$ cat config.mk
export PLATFORM = sky130hd
export DESIGN_NAME = serial_add_ctrl
export DESIGN_NICKNAME = d
export VERILOG_FILES = /design/src/rtl/serial_add_ctrl_pkg.sv /design/src/rtl/serial_add_ctrl_fa.sv /design/src/rtl/serial_add_ctrl.sv
export SDC_FILE = /design/constraint.sdc
export NUM_CORES = 1
export LEC_CHECK = 0
export BUFFER_PORTS_ARGS = -buffer_cell sky130_fd_sc_hd__buf_4
export CORE_MARGIN = 2
export CORE_UTILIZATION = 56
export CTS_BUF_LIST = sky130_fd_sc_hd__clkbuf_8
export CTS_CLUSTER_SIZE = 40
export DETAILED_ROUTE_END_ITERATION = 10
export PLACE_DENSITY_LB_ADDON = 0.25
export SETUP_SLACK_MARGIN = 0.05
export SLEW_MARGIN = 5
export SYNTH_ARGS = -nofsm -noshare
export SYNTH_HDL_FRONTEND = slang
export SYNTH_SLANG_ARGS = --single-unit
$ cat constraint.sdc
create_clock -name i_clk -period 1.7 [get_ports i_clk]
set_input_delay 0.34 -clock i_clk [delete_from_list [all_inputs] [get_ports i_clk]]
set_output_delay 0.34 -clock i_clk [all_outputs]
set_load 0.01 [all_outputs]
$ cat src/rtl/serial_add_ctrl_pkg.sv
// Shared types and defaults for the bit-serial adder sequencer.
package serial_add_pkg;

    localparam int WIDTH_DEF = 4;

    typedef enum logic [1:0] {
        IDLE = 2'b00,
        ADD  = 2'b01,
        DONE = 2'b10
    } state_t;

endpackage

$ cat src/rtl/serial_add_ctrl_fa.sv
// Single-bit full-adder cell, reused every cycle by the serial adder.
module serial_add_ctrl_fa (
    input  logic a,
    input  logic b,
    input  logic cin,
    output logic sum,
    output logic cout
);

    assign sum  = a ^ b ^ cin;
    assign cout = (a & b) | (a & cin) | (b & cin);

endmodule

$ cat src/rtl/serial_add_ctrl.sv
// Bit-serial adder: one full-adder cell stepped over WIDTH bits, LSB first.
// Optional signed-overflow output o_Ovf is enabled by defining SERIAL_ADD_OVF_EN.
module serial_add_ctrl
    import serial_add_pkg::*;
#(
    parameter int WIDTH = WIDTH_DEF
) (
    input  logic             i_clk,
    input  logic             i_reset_n,
    input  logic             i_start,
    input  logic [WIDTH-1:0] i_A,
    input  logic [WIDTH-1:0] i_B,
    input  logic             i_Cin,
    output logic             o_busy,
    output logic             o_done,
    output logic [WIDTH-1:0] o_Sum,
`ifdef SERIAL_ADD_OVF_EN
    output logic             o_Ovf,
`endif
    output logic             o_Cout
);

    localparam int            CW       = (WIDTH > 2) ? $clog2(WIDTH) : 1;
    localparam logic [CW-1:0] LAST_BIT = CW'(WIDTH - 1);

    state_t           state_r;
    state_t           state_nxt_s;
    logic [WIDTH-1:0] a_sh_r;
    logic [WIDTH-1:0] b_sh_r;
    logic [WIDTH-1:0] res_r;
    logic [WIDTH-1:0] res_nxt_s;
    logic [CW-1:0]    cnt_r;
    logic             carry_r;
    logic             sum_bit_s;
    logic             cout_s;
    logic             last_s;

    serial_add_ctrl_fa u_fa (
        .a    (a_sh_r[0]),
        .b    (b_sh_r[0]),
        .cin  (carry_r),
        .sum  (sum_bit_s),
        .cout (cout_s)
    );

    assign last_s    = (state_r == ADD) && (cnt_r == LAST_BIT);
    assign res_nxt_s = {sum_bit_s, res_r[WIDTH-1:1]};

    // State register.
    always_ff @(posedge i_clk or negedge i_reset_n) begin
        if (!i_reset_n) begin
            state_r <= IDLE;
        end else begin
            state_r <= state_nxt_s;
        end
    end

    // Next-state logic.
    always_comb begin
        state_nxt_s = state_r;
        case (state_r)
            IDLE: begin
                if (i_start) begin
                    state_nxt_s = ADD;
                end else begin
                    state_nxt_s = IDLE;
                end
            end
            ADD: begin
                if (last_s) begin
                    state_nxt_s = DONE;
                end else begin
                    state_nxt_s = ADD;
                end
            end
            DONE:    state_nxt_s = IDLE;
            default: state_nxt_s = IDLE;
        endcase
    end

    // Operand shifters, carry flop, bit counter and registered results.
    always_ff @(posedge i_clk or negedge i_reset_n) begin
        if (!i_reset_n) begin
            a_sh_r  <= {WIDTH{1'b0}};
            b_sh_r  <= {WIDTH{1'b0}};
            res_r   <= {WIDTH{1'b0}};
            cnt_r   <= {CW{1'b0}};
            carry_r <= 1'b0;
            o_busy  <= 1'b0;
            o_done  <= 1'b0;
            o_Sum   <= {WIDTH{1'b0}};
            o_Cout  <= 1'b0;
        end else begin
            case (state_r)
                IDLE: begin
                    o_done <= 1'b0;
                    if (i_start) begin
                        a_sh_r  <= i_A;
                        b_sh_r  <= i_B;
                        res_r   <= {WIDTH{1'b0}};
                        carry_r <= i_Cin;
                        cnt_r   <= {CW{1'b0}};
                        o_busy  <= 1'b1;
                    end else begin
                        o_busy  <= 1'b0;
                    end
                end
                ADD: begin
                    a_sh_r  <= a_sh_r >> 1;
                    b_sh_r  <= b_sh_r >> 1;
                    res_r   <= res_nxt_s;
                    carry_r <= cout_s;
                    if (last_s) begin
                        // Counter parks at WIDTH-1; it is reloaded on the next accept.
                        o_Sum  <= res_nxt_s;
                        o_Cout <= cout_s;
                        o_done <= 1'b1;
                    end else begin
                        cnt_r  <= cnt_r + CW'(1'b1);
                    end
                end
                DONE: begin
                    o_done <= 1'b0;
                    o_busy <= 1'b0;
                end
                default: begin
                    o_done <= 1'b0;
                    o_busy <= 1'b0;
                end
            endcase
        end
    end

`ifdef SERIAL_ADD_OVF_EN
    // Signed overflow: carry into the MSB (carry_r on the last bit) vs carry out.
    always_ff @(posedge i_clk or negedge i_reset_n) begin
        if (!i_reset_n) begin
            o_Ovf <= 1'b0;
        end else if (last_s) begin
            o_Ovf <= carry_r ^ cout_s;
        end else begin
            o_Ovf <= o_Ovf;
        end
    end
`endif

endmodule

Word level (Yosys, flattened, before mapping)
Cells that the tools add are included.

Input port bits: 12. Word-level logic and storage cells: 47. Output and inout port bits: 7. Register bits after elaboration: 24.

Reductions and logical operators: 6. $add $sub $neg: 1. Multiplexer cells: 18. Equal/unequal tests: 5. Bitwise logic cells: 7.

Operators with widths (count): $pmux 4 s2 (3); $mux 4 (3); $pmux 2 s2 (2); $mux 2 (3); $ne 2x2->1 const B (3); $mux 1 (5); $pmux 1 s2 (2); $reduce_and 2->1 (2); $and 1x1->1 (3); $reduce_and 3->1 (1); $add 2x1->2 const B (1); $eq 2x1->1 const B (1); $eq 2x2->1 const B (1); $logic_not 2->1 (1); $or 1x1->1 (2); $reduce_bool 2->1 (1); $xor 1x1->1 (2); $logic_and 1x1->1 (1).

Depth between registers and ports, before layout
Word-level depth: 4. Mapped depth: 5. Gate-level depth less buffers: 3.

Cells and area by module
A second synthesis with hierarchy kept.

Cells, all modules: 75. Area total of the unflattened synthesis: 1047.3 sq um.

By module, submodules not included: serial_add_ctrl (instances 1, area each 1027.2 sq um, sequential area each 575.6 sq um, cells an instance 74); serial_add_ctrl_fa (instances 1, area each 20.0 sq um, sequential area each 0.0 sq um, cells an instance 1).

Least setup slack after synthesis
No wires, ideal clock.

Path kind: register to register. From: register carry_r. To: register o_Sum[3]. Data arrival time: 1139 ps. Stages on the path, launching flop included: 3. Path slack: 436 ps. Library setup time: 125 ps. Data required time: 1575 ps. Path through: dfrtp_1 > fa_1 > mux2_4.

Word-level cells in the longest chain between the ends: 1.

RTL lines: start, declared (RTL line serial_add_ctrl.sv:33) `logic carry_r;`; start signal, assigned (RTL line serial_add_ctrl.sv:101) `carry_r <= i_Cin;`; start signal, assigned (RTL line serial_add_ctrl.sv:112) `carry_r <= cout_s;`; $xor 1x1->1 (RTL line serial_add_ctrl_fa.sv:10) `assign sum = a ^ b ^ cin;`; named net sum_bit_s (RTL line serial_add_ctrl.sv:34) `logic sum_bit_s;`; end signal, assigned (RTL line serial_add_ctrl.sv:91) `o_Sum <= {WIDTH{1'b0}};`; end signal, assigned (RTL line serial_add_ctrl.sv:115) `o_Sum <= res_nxt_s;`; end, declared (RTL line serial_add_ctrl.sv:16) `output logic [WIDTH-1:0] o_Sum,`.

The timed path passes the listed nets, and every way through them passes these cells. A chain may end at the register's enable or synchronous reset.

Worst setup path in the final report
Same ends and word-level chain as after synthesis.

==> flow_metrics.env <==
export IMPL_p_total_uw=2290
export IMPL_wire_per_inst_microns=14.3
export IMPL_p_leak_uw=0.000585
export IMPL_drtPass1Iterations=4
export IMPL_path_cells="fa_1, mux2_4"
export IMPL_status="completed"
export IMPL_drv_slew=0
export IMPL_ir_drop_uv=1110
export IMPL_drt_iter0_drc=11
export IMPL_critPathTopFamily="adder cells"
export IMPL_grt_pass1_vias=681
export IMPL_seqCellArea_sq_um=576
export IMPL_cp_depth=2
export IMPL_drive_above_1_share=0.287
export IMPL_grt_pass1_wl_microns=2990
export IMPL_path_clk_slew_ps=80
export IMPL_hold_viol=0
export IMPL_final_common_cell="dfrtp_1"
export IMPL_critPathCaptureType="flop"
export IMPL_hold_path_class="input pin to flop"
export IMPL_dp_hpwl_microns=1380
export IMPL_slew_headroom=0.755
export IMPL_synthCells=88
export IMPL_place_area_sq_um=1190
export IMPL_layout_common_cells="23 x dfrtp_1, 19 x buf_4, 10 x nor2_1"
export IMPL_cts_root_buf="clkbuf_8"
export IMPL_slowest_delay_ps=540
export IMPL_cts_sinks=23
export IMPL_io_pins=19
export IMPL_port_buffers=18
export IMPL_n_antenna_cell=0
export IMPL_fmax_mhz=734
export IMPL_synth_seq_area_share=0.556
export IMPL_synth_area_per_cell_sq_um=11.8
export IMPL_syn_area_sq_um=1040
export IMPL_rsz0062_at_grt="no"
export IMPL_finalCritPeriodShare=0.802
export IMPL_fin_area_sq_um=1240
export IMPL_critical_path_slowest_cell="fa_1"
export IMPL_dieArea_sq_um=2210
export IMPL_routed_wl_microns=1900
export IMPL_layout_min_cycle_time_ps=1360
export IMPL_final_nets=123
export IMPL_tightest_slew_ps=367
export IMPL_num_fill_cells=131
export IMPL_multi_input_area_sq_um=427
export IMPL_cts_resized=0
export IMPL_ys_warn_count=0
export IMPL_grt_max_degree=24
export IMPL_endpoint="o_Sum[3]"
export IMPL_htreeDepth=1
export IMPL_critPathLaunchType="flop"
export IMPL_fin_worst_skew_ps=4.85
export IMPL_rrSetupSlack_ps=340
export IMPL_startpoint="carry_r"
export IMPL_reg2reg_from="carry_r"
export IMPL_drc=0
export IMPL_maxCapViolCount=0
export IMPL_syn2layout_area_growth_pct=19.9
export IMPL_r2r_worst_path_cells=2
export IMPL_die_h_microns=47.0
export IMPL_final_setup_viol_count=0
export IMPL_vias=741
export IMPL_start_util=0.600
export IMPL_path_buf_inv=0
export IMPL_cts_buffers=3
export IMPL_ant_nets=0
export IMPL_synthesis_nets=102
export IMPL_vias_per_cell=5.57
export IMPL_rr_endpoint="o_Sum[3]"
export IMPL_finalSetupTns_ps=0
export IMPL_insertion_delay_ps=260
export IMPL_ys_seq_elements=23
export IMPL_crit_arrival_ps=1510
export IMPL_antenna_found_initial=0
export IMPL_cts_path_max_buffers=2
export IMPL_crit_fanout=3
export IMPL_core_region_area_sq_um=1730
export IMPL_path_class="flop to flop"
export IMPL_gr_total_overflow=0
export IMPL_die_w_microns=47.0
export IMPL_cp_required_ps=1840
export IMPL_grt_util_all_layers=0.200
export IMPL_p_per_area_nw_per_um2=1840
export IMPL_cts_tree="done"
export IMPL_postLayoutCoreUtil=0.720
export IMPL_synthDistinctLibCells=24
export IMPL_rows=15
export IMPL_place_congestion=0.791
-- layer usage --
metal  routed length [microns]  share of wire  GRT usage
met5                         0              0          0
met4                        10         0.0053      0.100
met3                        97          0.051     0.0346
met2                       901           0.47      0.312
met1                       892           0.47      0.270
-- cells in the mapped netlist (all sizes together) --
| master | number | area (sq um) |
|---|---|---|
| inv | 3 | 11.3 |
| nor2b | 1 | 6.26 |
| o221a | 2 | 22.5 |
| ha | 1 | 12.5 |
| dfrtp | 23 | 576 |
| o22ai | 5 | 31.3 |
| o311ai | 2 | 17.5 |
| nand2b | 4 | 25.0 |
| nand3b | 2 | 15.0 |
| or2 | 1 | 6.26 |
| nor2 | 10 | 37.5 |
| buf | 4 | 22.5 |
| nand2 | 6 | 30.0 |
| a21oi | 2 | 10.0 |
| o32ai | 5 | 43.8 |
| fa | 1 | 20.0 |
| o21ai | 4 | 20.0 |
| mux2 | 5 | 75.1 |
| o21bai | 1 | 7.51 |
| and2b | 1 | 10.0 |
| nand3 | 2 | 10.0 |
| a22o | 3 | 26.3 |
-- report_power, final --
part / leakage (uW) / switching (uW) / total [uW] / internal [uW]
logic: 0.000275 / 451 / 965 / 514
registers: 0.000283 / 201 / 999 / 798
clock network: 0.0000269 / 161 / 322 / 161
-- through the flow --
step                hold slack (ps)  worst slack [ps]  instances
global placement                245               379        128
floorplan                      44.4               436         88
global route                    356               246        133
detailed placement              247               348        128
finish                          326               337        133
CTS                             325               331        133
-- worst register-to-register path, cell delays in order, from the launching register on --
cell and delay, ps:
dfrtp_1 420, fa_1 540, mux2_4 290
-- flip-flops by register name, summed over array words and instances, names as in the netlist --
signal	cells
carry_r	1
state_r	2
o_Sum	4
o_done	1
b_sh_r	4
o_Cout	1
o_busy	1
cnt_r	2
res_r	3
a_sh_r	4
-- worst min-delay path by stage --
stage | end | cells after the start | startpoint | slack [ps]
after floorplan | a_sh_r[0] | 0 | i_reset_n | 40
after global placement | o_Sum[1] | 1 | i_reset_n | 240
after detailed placement | o_Sum[1] | 1 | i_reset_n | 250
after CTS | b_sh_r[3] | 3 | i_B[3] | 330
after global routing | b_sh_r[3] | 3 | i_B[3] | 360
final | b_sh_r[3] | 3 | i_B[3] | 330
-- area by class of cell --
type | instances | share of cell area
Timing Repair Buffer | 20 | 0.123
Clock inverter | 1 | 0.00302
Clock buffer | 3 | 0.0332
Multi-Input combinational cell | 58 | 0.343
Tap cell | 25 | 0.0252
Sequential cell | 23 | 0.463
Inverter | 3 | 0.00906
-- logic make-up after synthesis --
group / Yosys count / synth area share
adders and majority gates: 2 / 0.0314
AOI/OAI and AO/OA: 24 / 0.173
DFF: 23 / 0.556
muxes: 5 / 0.0725
and+or+nand+nor: 27 / 0.135
buffers and inverters: 7 / 0.0326
-- what timing repair did --
item | CTS | global route
endpoints found under the hold margin | 23 | 0
hold buffers | 1 | 0
setup buffers | 0 | 0
Note: power is estimated with default switching activity, not from simulation.
